### src/rtl/handshake_source_gen.sv
// ---------------------------------------------------------------------------
// handshake_source_gen
//
// Purpose:
//   Synthesizable valid/ready stimulus source. On a start pulse it emits a
//   burst of data beats (increment, decrement, Galois-LFSR or constant
//   pattern). The beat rate is throttled by a free-running, reset-seeded
//   16-bit Fibonacci LFSR, so the sequence is fully deterministic.
//   Beats pass through a two-stage registered pipeline (generator stage,
//   output stage). A start/stop/done FSM controls each burst.
//
// Handshake:
//   A beat transfers on every rising clock edge where o_valid & i_ready.
//   While o_valid is high and i_ready is low, o_value and o_last are held
//   stable and o_valid stays high. o_valid never depends combinationally
//   on i_ready.
//
// Ports:
//   clock        in   single clock, rising edge
//   reset_n      in   asynchronous active-low reset
//   i_start      in   one-cycle pulse, starts a burst (honoured in IDLE only)
//   i_stop       in   ends generation early (honoured in RUN only)
//   i_mode       in   0=incr, 1=decr, 2=LFSR, 3=constant (sampled at start)
//   i_seed       in   first data value / LFSR seed (sampled at start)
//   i_count      in   beats in burst, 0=unbounded (sampled at start)
//   i_rate       in   throttle setting (sampled at start)
//   o_value      out  beat data
//   o_valid      out  beat valid
//   o_last       out  final beat of a counted burst, qualified by o_valid
//   i_ready      in   downstream ready
//   o_busy       out  FSM not IDLE
//   o_done       out  one-cycle pulse at burst completion
//   o_count      out  beats accepted in current/last burst (wraps)
//   o_dbg_state  out  current FSM state (0=IDLE,1=RUN,2=DRAIN,3=DONE)
// ---------------------------------------------------------------------------
module handshake_source_gen #(
    parameter int unsigned      WIDTH     = 8,
    parameter int unsigned      CNT_W     = 16,
    parameter int unsigned      RATE_W    = 3,
    parameter logic [WIDTH-1:0] LFSR_TAPS = 8'hB8
) (
    input  logic              clock,
    input  logic              reset_n,
    input  logic              i_start,
    input  logic              i_stop,
    input  logic [1:0]        i_mode,
    input  logic [WIDTH-1:0]  i_seed,
    input  logic [CNT_W-1:0]  i_count,
    input  logic [RATE_W-1:0] i_rate,
    output logic [WIDTH-1:0]  o_value,
    output logic              o_valid,
    output logic              o_last,
    input  logic              i_ready,
    output logic              o_busy,
    output logic              o_done,
    output logic [CNT_W-1:0]  o_count,
    output logic [1:0]        o_dbg_state
);

    typedef enum logic [1:0] {
        ST_IDLE  = 2'd0,
        ST_RUN   = 2'd1,
        ST_DRAIN = 2'd2,
        ST_DONE  = 2'd3
    } state_t;

    localparam logic [1:0] MODE_INCR  = 2'd0;
    localparam logic [1:0] MODE_DECR  = 2'd1;
    localparam logic [1:0] MODE_LFSR  = 2'd2;

    // FSM
    state_t r_state;
    state_t w_state_next;

    // Burst configuration latched at start
    logic [1:0]        r_mode;
    logic [CNT_W-1:0]  r_count_lim;
    logic [RATE_W-1:0] r_rate;

    // Throttle LFSR
    logic [15:0]       r_thr_lfsr;
    logic              w_thr_fb;
    logic              w_tick;

    // Generator stage
    logic [WIDTH-1:0]  r_gen_next_value;  // value the next generated beat carries
    logic [CNT_W-1:0]  r_gen_cnt;         // beats generated so far in this burst
    logic              r_gen_valid;
    logic [WIDTH-1:0]  r_gen_value;
    logic              r_gen_last;

    // Output stage
    logic              r_out_valid;
    logic [WIDTH-1:0]  r_out_value;
    logic              r_out_last;

    // Accepted-beat counter
    logic [CNT_W-1:0]  r_acc_cnt;

    // Combinational helpers
    logic              w_start_accept;
    logic              w_s_ready;
    logic              w_m_ready;
    logic              w_limit_reached;
    logic              w_gen_fire;
    logic              w_gen_is_last;
    logic [CNT_W-1:0]  w_gen_cnt_inc;
    logic              w_count_hit;
    logic              w_pipe_empty;
    logic [WIDTH-1:0]  w_seed_value;
    logic [WIDTH-1:0]  w_advance_value;

    // -----------------------------------------------------------------------
    // Throttle: x^16+x^14+x^13+x^11+1, right-shifting Fibonacci form.
    // Runs every cycle out of reset so the tick pattern depends only on the
    // number of cycles since reset.
    // -----------------------------------------------------------------------
    assign w_thr_fb = r_thr_lfsr[0] ^ r_thr_lfsr[2] ^ r_thr_lfsr[3] ^ r_thr_lfsr[5];

    always_ff @(posedge clock or negedge reset_n) begin
        if (!reset_n) begin
            r_thr_lfsr <= 16'hACE1;
        end else begin
            r_thr_lfsr <= {w_thr_fb, r_thr_lfsr[15:1]};
        end
    end

    // Low RATE_W bits are uniform over 2^RATE_W values, so this gives a
    // tick probability of (rate+1)/2^RATE_W; all-ones rate ticks always.
    assign w_tick = (r_thr_lfsr[RATE_W-1:0] <= r_rate);

    // -----------------------------------------------------------------------
    // Shared handshake / control terms
    // -----------------------------------------------------------------------
    assign w_start_accept  = (r_state == ST_IDLE) && i_start;
    assign w_m_ready       = ~r_out_valid | i_ready;
    assign w_s_ready       = ~r_gen_valid | w_m_ready;
    assign w_limit_reached = (r_count_lim != '0) && (r_gen_cnt == r_count_lim);
    assign w_gen_fire      = w_s_ready && (r_state == ST_RUN) && w_tick && !w_limit_reached;
    assign w_gen_cnt_inc   = r_gen_cnt + CNT_W'(1);
    assign w_gen_is_last   = (r_count_lim != '0) && (r_gen_cnt == (r_count_lim - CNT_W'(1)));
    // Count reached including the beat generated this cycle, so RUN is left
    // on the same edge that produces the last beat.
    assign w_count_hit     = (r_count_lim != '0) &&
                             ((w_gen_fire ? w_gen_cnt_inc : r_gen_cnt) == r_count_lim);
    assign w_pipe_empty    = !r_gen_valid && !r_out_valid;

    // A zero seed would lock the data LFSR, so it is replaced by all ones.
    assign w_seed_value = ((i_mode == MODE_LFSR) && (i_seed == '0)) ? '1 : i_seed;

    always_comb begin
        w_advance_value = r_gen_next_value;
        case (r_mode)
            MODE_INCR: w_advance_value = r_gen_next_value + WIDTH'(1);
            MODE_DECR: w_advance_value = r_gen_next_value - WIDTH'(1);
            MODE_LFSR: w_advance_value = {1'b0, r_gen_next_value[WIDTH-1:1]} ^
                                         (r_gen_next_value[0] ? LFSR_TAPS : '0);
            default:   w_advance_value = r_gen_next_value;
        endcase
    end

    // -----------------------------------------------------------------------
    // FSM: state register
    // -----------------------------------------------------------------------
    always_ff @(posedge clock or negedge reset_n) begin
        if (!reset_n) begin
            r_state <= ST_IDLE;
        end else begin
            r_state <= w_state_next;
        end
    end

    // FSM: next-state logic
    always_comb begin
        w_state_next = r_state;
        case (r_state)
            ST_IDLE: begin
                if (i_start) begin
                    w_state_next = ST_RUN;
                end
            end
            ST_RUN: begin
                // Count and stop both lead to DRAIN; the last flag of a
                // count-terminated beat does not depend on i_stop.
                if (w_count_hit || i_stop) begin
                    w_state_next = ST_DRAIN;
                end
            end
            ST_DRAIN: begin
                if (w_pipe_empty) begin
                    w_state_next = ST_DONE;
                end
            end
            ST_DONE: begin
                w_state_next = ST_IDLE;
            end
            default: begin
                w_state_next = ST_IDLE;
            end
        endcase
    end

    // FSM: outputs
    always_comb begin
        o_busy      = (r_state != ST_IDLE);
        o_done      = (r_state == ST_DONE);
        o_dbg_state = r_state;
    end

    // -----------------------------------------------------------------------
    // Burst configuration
    // -----------------------------------------------------------------------
    always_ff @(posedge clock or negedge reset_n) begin
        if (!reset_n) begin
            r_mode      <= '0;
            r_count_lim <= '0;
            r_rate      <= '0;
        end else if (w_start_accept) begin
            r_mode      <= i_mode;
            r_count_lim <= i_count;
            r_rate      <= i_rate;
        end
    end

    // -----------------------------------------------------------------------
    // Generator stage
    // -----------------------------------------------------------------------
    always_ff @(posedge clock or negedge reset_n) begin
        if (!reset_n) begin
            r_gen_next_value <= '0;
            r_gen_cnt        <= '0;
            r_gen_valid      <= 1'b0;
            r_gen_value      <= '0;
            r_gen_last       <= 1'b0;
        end else begin
            if (w_start_accept) begin
                r_gen_next_value <= w_seed_value;
                r_gen_cnt        <= '0;
            end else if (w_gen_fire) begin
                r_gen_next_value <= w_advance_value;
                r_gen_cnt        <= w_gen_cnt_inc;
            end

            if (w_s_ready) begin
                r_gen_valid <= w_gen_fire;
                if (w_gen_fire) begin
                    r_gen_value <= r_gen_next_value;
                    r_gen_last  <= w_gen_is_last;
                end
            end
        end
    end

    // -----------------------------------------------------------------------
    // Output stage
    // -----------------------------------------------------------------------
    always_ff @(posedge clock or negedge reset_n) begin
        if (!reset_n) begin
            r_out_valid <= 1'b0;
            r_out_value <= '0;
            r_out_last  <= 1'b0;
        end else if (w_m_ready) begin
            r_out_valid <= r_gen_valid;
            if (r_gen_valid) begin
                r_out_value <= r_gen_value;
                r_out_last  <= r_gen_last;
            end
        end
    end

    // -----------------------------------------------------------------------
    // Accepted-beat counter
    // -----------------------------------------------------------------------
    always_ff @(posedge clock or negedge reset_n) begin
        if (!reset_n) begin
            r_acc_cnt <= '0;
        end else if (w_start_accept) begin
            r_acc_cnt <= '0;
        end else if (r_out_valid && i_ready) begin
            r_acc_cnt <= r_acc_cnt + CNT_W'(1);
        end
    end

    assign o_value = r_out_value;
    assign o_valid = r_out_valid;
    assign o_last  = r_out_valid & r_out_last;
    assign o_count = r_acc_cnt;

endmodule

### config.mk
export PLATFORM = sky130hd
export DESIGN_NAME = handshake_source_gen
export DESIGN_NICKNAME = d
export VERILOG_FILES = /design/src/rtl/handshake_source_gen.sv
export SDC_FILE = /design/constraint.sdc
export NUM_CORES = 1
export LEC_CHECK = 0
export CAP_MARGIN = 0
export CORE_ASPECT_RATIO = 0.9
export CORE_UTILIZATION = 35
export CTS_BUF_LIST = sky130_fd_sc_hd__clkbuf_8
export DETAILED_ROUTE_END_ITERATION = 10
export PLACE_DENSITY = 0.56
export SLEW_MARGIN = 20
export SYNTH_ARGS = -nofsm -noshare
export SYNTH_HDL_FRONTEND = slang
export SYNTH_SLANG_ARGS = --single-unit
### constraint.sdc
create_clock -name clock -period 4.06 [get_ports clock]
set_input_delay 0.406 -clock clock [delete_from_list [all_inputs] [get_ports clock]]
set_output_delay 0.406 -clock clock [all_outputs]
set_load 0.05 [all_outputs]
## Yosys cells after proc, flatten, opt, wreduce, memory -nomap -nowiden

Index checks and enable logic that the tools add are counted.

| storage, ports and cells | value |
|---|---|
| logic and storage cells | 80 |
| register bits | 99 |
| input port bits | 34 |

| cells by class | value |
|---|---|
| mux-type cells | 13 |
| $add $sub $neg | 5 |
| eq/ne operators | 12 |
| bitwise operators | 9 |
| reduce and logical (&&, ||, !) cells | 26 |
| $lt $le $gt $ge | 1 |

Operators with widths:

| operator | number |
|---|---|
| 16-bit 2-to-1 mux | 4 |
| 16-bit == test | 3 |
| 16-bit by 1-bit adder with 16-bit output (second input constant) | 2 |
| 8-bit 2-to-1 mux | 4 |
| 8-bit case mux with 3 select lines | 1 |
| 16-bit nonzero test | 1 |
| 16-bit by 1-bit subtractor with 16-bit output (second input constant) | 1 |
| 1-bit logical AND | 10 |
| 8-bit by 1-bit adder with 8-bit output (second input constant) | 1 |
| 2-bit == test (second input constant) | 4 |
| 8-bit zero test | 1 |
| 2-bit case mux with 4 select lines | 1 |
| 8-bit by 1-bit subtractor with 8-bit output (second input constant) | 1 |
| 7-bit by 8-bit XOR with 8-bit output | 1 |
| 2-bit 2-to-1 mux | 3 |
| 2-bit AND reduction | 3 |
| 2-bit nonzero test | 3 |
| 2-bit by 1-bit == test with 1-bit output (second input constant) | 2 |
| 2-bit zero test | 2 |
| 2-bit inequality test (second input constant) | 2 |
| 4-bit nonzero test | 1 |
| 3-bit less-or-equal comparator | 1 |
| 1-bit zero test | 3 |
| 3-bit AND reduction | 1 |
| 6 further kinds | 10 |

## Longest topological paths before layout

| depth | value |
|---|---|
| word-level depth | 12 |
| gate-level depth with buffers | 13 |
| gate-level depth less buffers | 13 |

## Least setup slack after synthesis

OpenSTA, ideal clock, no wires.

| path | value |
|---|---|
| path kind | reg2reg |
| start | register r_state[0] (netlist: o_dbg_state[0]) |
| end | register r_state[1] (netlist: o_dbg_state[1]) |
| library setup time | 0.127 ns |
| data arrival time | 2.802 ns |
| path slack | 1.131 ns |
| stages on the path, launching flop included | 11 |
| required time | 3.933 ns |
| cells stage by stage | dfrtp_1 inv_1 ha_1 inv_1 o21a_1 nand3_1 nor4_1 o211a_1 o2111ai_1 o41ai_2 mux2_1 |

| on the way | value |
|---|---|
| cells in the longest elaborated chain, start to end | 10 |

RTL lines:

| element | RTL line | source |
|---|---|---|
| start, declared | 72 | `state_t r_state;` |
| start signal, assigned | 169 | `r_state <= w_state_next;` |
| 2-bit by 1-bit == test with 1-bit output | 139, 176 |  |
| 1-bit logical AND (3 in a row) | 139 | `assign w_gen_fire = w_s_ready && (r_state == ST_RUN) && w_tick && !w_limit_reached;` |
| 16-bit 2-to-1 mux | - |  |
| 16-bit == test | 145 | `((w_gen_fire ? w_gen_cnt_inc : r_gen_cnt) == r_count_lim);` |
| 1-bit logical AND | 144 | `assign w_count_hit = (r_count_lim != '0) &&` |
| 1-bit logical OR | 185 | `if (w_count_hit \|\| i_stop) begin` |
| 2-bit by 1-bit inequality test with 1-bit output (no source line) | - |  |
| 3-bit AND reduction (no source line) | - |  |

Parallel ways exist; a longest one is shown, timed or not.
A chain may end at the register's enable or synchronous reset.

## Worst setup path after layout

| path | value |
|---|---|
| start | register r_count_lim[7] |
| end | register r_state[1] (netlist: o_dbg_state[1]) |

| on the way | value |
|---|---|
| cells in the longest elaborated chain, start to end | 10 |

RTL lines:

| element | RTL line | source |
|---|---|---|
| start, declared | 77 | `logic [CNT_W-1:0] r_count_lim;` |
| start signal, assigned | 220 | `r_count_lim <= i_count;` |
| 16-bit == test / 16-bit nonzero test (equally long branches) | 138, 144 |  |
| 1-bit logical AND | 138 | `assign w_limit_reached = (r_count_lim != '0) && (r_gen_cnt == r_count_lim);` |
| 1-bit zero test | 139 |  |
| 1-bit logical AND | 139 |  |
| 16-bit 2-to-1 mux | - |  |
| 16-bit == test | 145 |  |
| 1-bit logical AND * | 144 |  |
| 1-bit logical OR * | 185 |  |
| 2-bit by 1-bit inequality test with 1-bit output (no source line) * | - |  |
| 3-bit AND reduction (no source line) * | - |  |

Every way passes the cells marked *; elsewhere a longest branch is shown, timed or not.

==> run summary <==
Setup TNS Final: 0 ns
Most used DFF post-synth: dfrtp_1
largest net degree at the start of global routing: 79
Routed WL: 14100 um
final core occ: 42.67%
kind of end point of the critical path: flop
Worst-Skew Late Latency: 0.39 ns
Vias/cell: 5.123
CTS Hold Bufs: 0
logic gate share of total power: 51.5%
Synth area leaders: dfrtp_1, nand2_1, xnor2_1
die span in x: 136.1 um
Yosys Warn Count: 0
share of power burned in the clock network: 14.0%
via count: 4442
unrepaired setup endpoints after global routing: no
Final WS setup: 0.5000 ns
Place WS: 0.5079 ns
Crit path largest cell delay: 0.65 ns
Final period util: 87.69%
synth unique cells: 64
wire length of the first global-routing pass: 23470 um
area share of the largest cell type after synthesis: 40.21%
register area share after synthesis: 43.92%
post-CTS setup repair buffer count: 0
FILL cells: 1560
Initial DRC Count: 325
Routed WL per cell: 16.26 um
critical path's slowest cell: a21oi_2
number of synthesized flops with an enable pin: 0
placed inst area: 6450 um2
total grt overflow: 0
Total GRT Usage: 18.41%
Setup Skew: 0.01426 ns
core footprint: 15600 um2
CTS tree: yes
Vert. Die Dim: 122.7 um
CP arrival: 3.83 ns
Die ar.: 16690 um2
max cap viols: 0
R2R setup slack: 0.50 ns
Final Hold Fails: 0
Pint: 2.474 mW
Post-Syn Instances: 609
R2R Path End: o_dbg_state[1]$_DFFE_PN0P_
worst path buffer plus inverter count: 0
Routability Congestion: 0.8878
Psw: 2.133 mW
Setup crit start kind: flop
fin cells: 867
Design Power: 4.607 mW
grt peak-use layer: met2
Initial Util: 36.30%
fmax: 0.2809 GHz
CP Max Fanout: 16
Placed Cells: 851
Synth Register Bits: 99
P_leak: 2.891 nW
Avg Inst Size Synth: 9.299 um2
met3 usage: 4.709%
CTS H-tree depth: 3
Peak VDD IR: 0.2802 mV
fin nets: 716
CP top delay family: simple AND/OR/NAND/NOR gates
final antenna-violating net count: 0
Net Sw Frac: 46.30%
Buffers on Ports: 63
vias in the first global route: 4461
status: finished clean
final number of setup-violating endpoints: 0
Syn-to-layout area delta: 17.57%
Hold WC Path Type: input port to asynchronous set/reset pin
antenna violations before repair: 0
Worst Tran Pin Value: 0.8165 ns
reg-to-reg startpoint: r_count_lim[7]$_DFFE_PN0P_
met2 Track Usage GR: 27.00%
DR pass1 iterations: 5
minimum clock period: 3.560 ns
total power per unit cell area: 692.0 nW/um2
WP data required: 4.33 ns
Final Instance Area: 6658 um2
CTS max path bufs: 2
Slew HR: 44.80%
met1 GRT Util: 26.59%
cts repair resizes: 0
net count after synthesis: 665
CP Cell Sequence: nor3_2 -> nor4b_4 -> nand4_2 -> a21oi_2 -> and2_1 -> xor2_1 -> nand3_1 -> o41ai_2 -> mux2_1
Clk pin slew, worst setup/hold paths: 0.11 ns
sequential cell fraction of total power: 34.5%
ANT cells: 0
dpl hpwl: 10330 um
Synth area leader: dfrtp_1
ys async rst share: 100.0%
drt drc: 0
share of cells above drive strength 1: 9.323%
CTS Buf Count: 9
IO Count: 64
cell depth of the worst flop-to-flop path: 9
hold_ws: 0.03230 ns
Sink Count: 99
Worst Path Class, Setup: flop to flop
Max Slew Vio Count: 0
# rows: 43
Root Buffer: clkbuf_8
Synth Cell Area: 5663 um2
worst max path at each step:
| stage | from | to | slack, ns | cells after the start |
|---|---|---|---|---|
| after floorplan | o_dbg_state[0]$_DFFE_PN0P_ | o_dbg_state[1]$_DFFE_PN0P_ | 1.13 | 10 |
| after global placement | i_ready | o_dbg_state[1]$_DFFE_PN0P_ | 0.65 | 10 |
| after detailed placement | i_ready | o_dbg_state[1]$_DFFE_PN0P_ | 0.51 | 10 |
| after CTS | r_count_lim[7]$_DFFE_PN0P_ | o_dbg_state[1]$_DFFE_PN0P_ | 0.51 | 9 |
| after global routing | r_count_lim[7]$_DFFE_PN0P_ | o_dbg_state[1]$_DFFE_PN0P_ | 0.25 | 9 |
| final | r_count_lim[7]$_DFFE_PN0P_ | o_dbg_state[1]$_DFFE_PN0P_ | 0.50 | 9 |
cells by family after synthesis:
logic type | share of synthesized area [%]
buffers and inverters | 3.999
AOI/OAI and AO/OA | 10.47
muxes | 3.270
adders and majority gates | 4.993
xor gates and xnor gates | 11.03
and+or+nand+nor | 22.32
DFF | 43.92
layout by cell type, fill, tap and decap left out, types with 5 or more instances in the layout:
cell type        synthesis  layout
a21o_1                   6       6
clkbuf_8                 0      11
ha_1                    21      21
nand2_1                114     114
nor3_1                  13      13
buf_4                    1       7
xnor2_1                 36      36
nand3_1                 19      19
nand4_1                 10      10
a21oi_1                 20      20
nor2_1                  52      52
dfrtp_1                 91      91
nor4_1                   6       6
clkdlybuf4s50_1          0      62
and3_1                   7       7
inv_1                   21      21
o21ai_0                 39      39
and2_1                   6       5
mux2i_1                  5       5
xor2_1                  26      26
nand2b_1                 6       6
dfstp_2                  8       8
mux2_2                   9       9
synthesized netlist by cell type, drive strengths merged (6+ instances only):
master  instances
nor3           14
nand2         114
and2            6
dfrtp          91
clkbuf         19
xor2           27
o21ai          40
nor4            8
ha             21
mux2           10
nand2b          6
xnor2          40
and3            7
nand4          11
dfstp           8
nor2           54
a21oi          21
inv            21
buf            11
nand3          19
a21o            6
registers in the layout (all words and copies together), names as in the netlist, 3 cells and up:
| name | cells |
|---|---|
| o_value | 8 |
| r_rate | 3 |
| r_gen_next_value | 8 |
| r_thr_lfsr | 16 |
| o_count | 16 |
| r_count_lim | 16 |
| r_gen_value | 8 |
| r_gen_cnt | 16 |
final cells by class:
class	count	area [um2]	share of cell area, %
flip-flops and latches	99	2487	37.36
multi-input cells	459	2958	44.43
inverters	21	78.83	1.184
well taps	202	252.7	3.796
repair buffers	70	684.4	10.28
clock inverters	5	45.04	0.6766
clock buffers	11	151.4	2.274
layer usage:
layer,wire length [um],vias up
li1,-,2176
met1,7110,2139
met2,6032,112
met3,769,15
met4,187,0
met5,0,-
power by group through the flow:
| stage | Sequential [mW] | Combinational [mW] | Clock, mW |
|---|---|---|---|
| 3_5_place_dp | 1.61 | 2.35 | 0 |
| 5_1_grt | 1.64 | 2.63 | 0.712 |
| 4_1_cts | 1.59 | 2.36 | 0.669 |
| 2_1_floorplan | 1.66 | 1.65 | 0 |
| 3_3_place_gp | 1.60 | 2.32 | 0 |
| 6_report | 1.59 | 2.37 | 0.645 |
Power figures use the tool's default switching activity.
